==> config.mk <==
export PLATFORM = sky130hd
export DESIGN_NAME = ysyx_22040237_ifu
export DESIGN_NICKNAME = d
export VERILOG_FILES = /design/src/rtl/ysyx_22040237_ifu.sv
export SDC_FILE = /design/constraint.sdc
export NUM_CORES = 1
export LEC_CHECK = 0
export ABC_AREA = 1
export BUFFER_PORTS_ARGS = -buffer_cell sky130_fd_sc_hd__buf_2
export CAP_MARGIN = 5
export CORE_UTILIZATION = 54
export DETAILED_ROUTE_END_ITERATION = 10
export PLACE_DENSITY = 0.86
export SLEW_MARGIN = 15
export SYNTH_ARGS = -nofsm -noshare
export SYNTH_HDL_FRONTEND = slang
export SYNTH_SLANG_ARGS = --single-unit
==> constraint.sdc <==
create_clock -name clk -period 5 [get_ports clk]
set_clock_uncertainty 0.2 [all_clocks]
set_input_delay 0 -clock clk [delete_from_list [all_inputs] [get_ports clk]]
set_output_delay 0 -clock clk [all_outputs]
set_load 0.02 [all_outputs]
==> src/rtl/ysyx_22040237_ifu.sv <==
// ysyx_22040237_ifu: instruction fetch unit.
// Holds the architectural PC, fetches one word at a time from instruction
// memory (valid/ready request, valid-only response) and presents {pc, inst}
// to decode with a valid/ready handshake. jal/jalr redirects from execute
// override sequential flow and squash any stale fetch or held instruction.
// Optional: define YSYX_22040237_IFU_HALT_EN to add a sticky halt
// (halt_req/halted ports) that stops new fetch requests.
module ysyx_22040237_ifu #(
    parameter int              PC_W     = 32,
    parameter logic [PC_W-1:0] RESET_PC = 32'h8000_0000
) (
    input  logic            clk,
    input  logic            rst,
    output logic            imem_req_valid,
    input  logic            imem_req_ready,
    output logic [PC_W-1:0] imem_addr,
    input  logic            imem_resp_valid,
    input  logic [31:0]     imem_resp_data,
    output logic            out_valid,
    input  logic            out_ready,
    output logic [PC_W-1:0] out_pc,
    output logic [31:0]     out_inst,
    input  logic            redirect_valid,
    input  logic [PC_W-1:0] redirect_pc
`ifdef YSYX_22040237_IFU_HALT_EN
    ,
    input  logic            halt_req,
    output logic            halted
`endif
);

    typedef enum logic [1:0] {IDLE, REQ, WAIT, HOLD} state_t;

    state_t          r_state;
    state_t          w_next;
    logic [PC_W-1:0] r_pc;
    logic            r_kill;       // the single outstanding fetch is stale
    logic            r_out_valid;
    logic [PC_W-1:0] r_out_pc;
    logic [31:0]     r_out_inst;
    logic [PC_W-1:0] w_target;
    logic            w_hs;
    logic            w_halted;
    logic            w_unused;

    assign w_target = {redirect_pc[PC_W-1:2], 2'b00};
    assign w_unused = ^redirect_pc[1:0];
    assign w_hs     = imem_req_valid & imem_req_ready;

    assign out_valid = r_out_valid;
    assign out_pc    = r_out_pc;
    assign out_inst  = r_out_inst;

`ifdef YSYX_22040237_IFU_HALT_EN
    logic r_halted;

    // Sticky halt flag; only reset clears it.
    always_ff @(posedge clk or posedge rst) begin
        if (rst)           r_halted <= 1'b0;
        else if (halt_req) r_halted <= 1'b1;
    end

    assign w_halted = r_halted;
    assign halted   = r_halted;
`else
    assign w_halted = 1'b0;
`endif

    // State register.
    always_ff @(posedge clk or posedge rst) begin
        if (rst) r_state <= IDLE;
        else     r_state <= w_next;
    end

    // Next-state: a redirect never lets a fetch reach HOLD or stay in HOLD.
    always_comb begin
        w_next = r_state;
        case (r_state)
            IDLE: w_next = REQ;
            REQ:  if (w_hs) w_next = WAIT;
            WAIT: if (imem_resp_valid) w_next = (r_kill || redirect_valid) ? REQ : HOLD;
            HOLD: if (redirect_valid || out_ready) w_next = REQ;
            default: w_next = IDLE;
        endcase
    end

    // Request outputs; halting only suppresses new requests.
    always_comb begin
        imem_req_valid = (r_state == REQ) && !w_halted;
        imem_addr      = r_pc;
    end

    // PC: redirect beats the sequential step taken when decode consumes.
    always_ff @(posedge clk or posedge rst) begin
        if (rst)
            r_pc <= RESET_PC;
        else if (redirect_valid)
            r_pc <= w_target;
        else if (r_state == HOLD && out_ready)
            r_pc <= r_pc + PC_W'(4);
    end

    // Kill bit: marks the in-flight fetch as belonging to the old path.
    always_ff @(posedge clk or posedge rst) begin
        if (rst) begin
            r_kill <= 1'b0;
        end else begin
            case (r_state)
                REQ:  if (w_hs && redirect_valid) r_kill <= 1'b1;
                WAIT: begin
                    if (imem_resp_valid)     r_kill <= 1'b0;
                    else if (redirect_valid) r_kill <= 1'b1;
                end
                default: ;
            endcase
        end
    end

    // Output register: capture a live response, release on consume or squash.
    always_ff @(posedge clk or posedge rst) begin
        if (rst) begin
            r_out_valid <= 1'b0;
            r_out_pc    <= '0;
            r_out_inst  <= '0;
        end else begin
            case (r_state)
                WAIT: begin
                    if (imem_resp_valid && !r_kill && !redirect_valid) begin
                        r_out_valid <= 1'b1;
                        r_out_pc    <= r_pc;
                        r_out_inst  <= imem_resp_data;
                    end
                end
                HOLD: if (redirect_valid || out_ready) r_out_valid <= 1'b0;
                default: ;
            endcase
        end
    end

endmodule

==> summary.md <==
| Metric | Value |
|---|---|
| Post-CTS Resized | `0` |
| WHS | `approximately 0.013 ns` |
| CP top delay family | `buffers and inverters` |
| WP data required | `between 5 and 6 ns` |
| Design area | `6590 sq um` |
| Worst vdd ir | `around 0.26 mV` |
| Post-CTS setup buffers | `0` |
| Reg2Reg Depth | `9` |
| Critical setup path kind | `flop to flop` |
| Hold Path Stages | `3` |
| Max-slew violations | `0` |
| Rel. slew slack | `a little under half` |
| Crit end category | `flop` |
| CTS Buffer Depth | `2` |
| DP HPWL | `8.75 mm` |
| Die Wd | `96.1 um` |
| Top layer in use | `met4` |
| Top-count cell post-synth | `nand2_1` |
| Worst-path fanout max | `3` |
| DRT Wirelength | `between 10 and 15 mm` |
| TNS Setup | `0 ns` |
| H-tree Lvls | `3` |
| Clk pwr share | `17.5%` |
| Minimum clock period | `slightly below 3 ns` |
| Total CTS buffers | `9` |
| Drt wl/cell | `~16 um` |
| Layout fillers | `553` |
| CTS Hold Bufs | `77` |
| Met1 WL | `around 5.8 mm` |
| Main area contributors after synthesis | `dfrtp_1, nand2_1, mux2_4` |
| Die H | `roughly 96 um` |
| Final Cycle Share | `between 50% and 60%` |
| Worst R2R Setup Slack | `2.06 ns` |
| Mapped Cells | `540` |
| Setup ws final | `2.06 ns` |
| Placer Congestion | `~0.90` |
| Reg-to-reg startpoint | `r_state[1]$_DFFE_PP0P_` |
| Startpoint Class | `flop` |
| EDFF count, synth | `0` |
| Global-route wire length before repair | `roughly 22 mm` |
| Antenna Cells | `0` |
| Main flop type after synthesis | `dfrtp_1` |
| Vias in the first global route | `about 4600` |
| DRT iter0 DRCs | `270` |
| Met3 WL post-DR | `about 1000 um` |
| Pwr per Cell Area | `between 400 and 500 nW/um^2` |
| Dpl ws | `roughly 2.5 ns` |
| Root Driver | `clkbuf_8` |
| Min-delay worst type | `input port to flop` |
| CTS tree | `done` |
| Overflow after GRT | `0` |
| Worst Tran Pin Value | `0.816 ns` |
| Multi-input logic area | `2040 sq um` |
| WP data arrival | `around 3.0 ns` |
| Internal power | `1.82 mW` |
| Seq/Total Area, Yosys | `about half` |
| Clock latency at the later pin of the worst-skew pair | `around 0.37 ns` |
| Final Hold Viols | `0` |
| Fin nets | `846` |
| Die area | `around 9000 sq um` |
| DRC viols | `0` |
| Initial antenna violation count | `0` |
| Mapped Area | `roughly 4800 sq um` |
| Sequential share of power | `around 40%` |
| GRT Total Usage | `31.2%` |
| Starting Density | `~57%` |
| Final antenna-violating net count | `0` |
| Synth top area share | `roughly 50%` |
| P_leak | `around 3.5 nW` |
| Area Overhead vs Synth | `37.7%` |
| Crit path from | `r_state[1]$_DFFE_PP0P_` |
| Worst path max stage delay | `~0.58 ns` |
| Clk slew on worst S/H paths | `0.10 ns` |
| Critical-path cell list | `inv_1 > ha_1 > inv_1 > or2_2 > nand3_1 > a21oi_1 > dlygate4sd3_1 > a21o_1 > dlygate4sd3_1` |
| Switching pwr | `approximately 1.2 mW` |
| Initial DRT Pass Iterations | `5` |
| Ys async rst share | `100%` |
| Yosys top cell by area | `dfrtp_1` |
| Routed vias/inst | `~5.2` |
| Core Util, Final | `approximately four fifths` |
| Count of buffers from port buffering | `between 150 and 200` |
| TritonCTS Sinks | `96` |
| Placed cell area | `5620 sq um` |
| Yosys warns | `0` |
| Combinational share of power | `a little over two fifths` |
| Switch share | `around 40%` |
| Buf/Inv on CP | `4` |
| Outcome | `completed` |
| Non-Filler Instances | `just under 900` |
| Met2 WL | `a little under 7 mm` |
| Reg area | `approximately 2400 sq um` |
| Crit path max-delay cell type | `dlygate4sd3_1` |
| # Max-Cap Violations | `0` |
| Final setup fails | `0` |
| Syn Area/Cell | `8.86 sq um` |
| Share of post-route cells with drive strength above 1 | `slightly below 30%` |
| Ports | `~170` |
| Via Count | `between 4000 and 5000` |
| Largest net degree at the start of global routing | `59` |
| Fmax | `~340 MHz` |
| RSZ-0062 raised after global routing | `no` |
| Site Rows | `33` |
| Core area | `8380 sq um` |
| Seq cells post-synth | `96` |
| Hold Crit Endpoint | `imem_addr[23]$_DFFE_PP0P_` |
| Hold Crit Start | `redirect_valid` |
| Power, Total | `roughly 3 mW` |
| Placed cells | `between 700 and 800` |
| Distinct cells, synth | `35` |
| Commonest cells in the netlist | `nand2_1, dfrtp_1, inv_1, o21ai_0` |
| Worst reg2reg endpoint | `r_kill$_DFFE_PP0P_` |
-- cells by family (layout without fill, tap and decap cells) --
family	after synthesis	in the layout	synth area share (%)
other	1	4	0.0784
AO/OA/AOI/OAI	67	67	7.82
XOR/XNOR	10	10	1.83
adder cells (fa/ha/maj)	4	4	1.05
AND/OR/NAND/NOR	249	249	21.7
buffers and inverters	79	313	7.48
flip-flops	96	96	50.2
multiplexers	34	34	9.80
-- power groups by stage --
stage	logic [mW]	clock network [mW]	registers, mW
6_report	1.29	0.537	1.23
5_1_grt	1.40	0.570	1.27
4_1_cts	1.27	0.537	1.22
3_5_place_dp	1.19	0	1.23
3_3_place_gp	1.15	0	1.21
2_1_floorplan	0.467	0	1.54
-- layer usage --
layer,vias up,track usage [%]
met5,-,0
li1,2188,-
met2,207,53.1
met1,2137,38.4
met3,38,5.85
met4,0,14.2
-- tightest hold or removal path: stages --
cell and delay [ns]:
buf_2 0.31, nand2_1 0.15, nand3_1 0.08
-- how the worst max path moves through the flow --
stage                           endpoint  slack, ns  depth (start not counted)
5_1_grt               r_kill$_DFFE_PP0P_       1.97                          9
2_1_floorplan  imem_addr[10]$_DFFE_PP0P_       2.30                          1
4_1_cts               r_kill$_DFFE_PP0P_       2.21                          9
3_3_place_gp    out_inst[31]$_DFFE_PP0P_       2.61                          5
3_5_place_dp    out_inst[31]$_DFFE_PP0P_       2.52                          5
6_report              r_kill$_DFFE_PP0P_       2.06                          9
-- cell type report --
class	instances	share of cell area (%)
inverter	57	3.28
multi-input combinational	368	31.0
tap	105	1.99
clock buffer	11	2.15
timing repair buffer	240	24.1
sequential	96	36.5
clock inverter	5	0.968
-- sequential cells by signal, summed over array words and instances, names as in the netlist --
| name | flops |
|---|---|
| imem_addr | 30 |
| r_kill | 1 |
| out_inst | 32 |
| r_state | 2 |
| out_valid | 1 |
| out_pc | 30 |
-- placed cells by master, fill, tap and decap left out, types with 6 or more instances in the layout --
cell	n
buf_2	161
nand2_1	153
dfrtp_1	95
dlygate4sd3_1	77
inv_1	55
o21ai_0	45
nor2_1	40
nand3_1	40
mux2_4	23
mux2_2	11
clkbuf_8	10
xor2_1	9
a21oi_1	6
o211ai_1	6
Note: power is estimated with default switching activity, not from simulation.
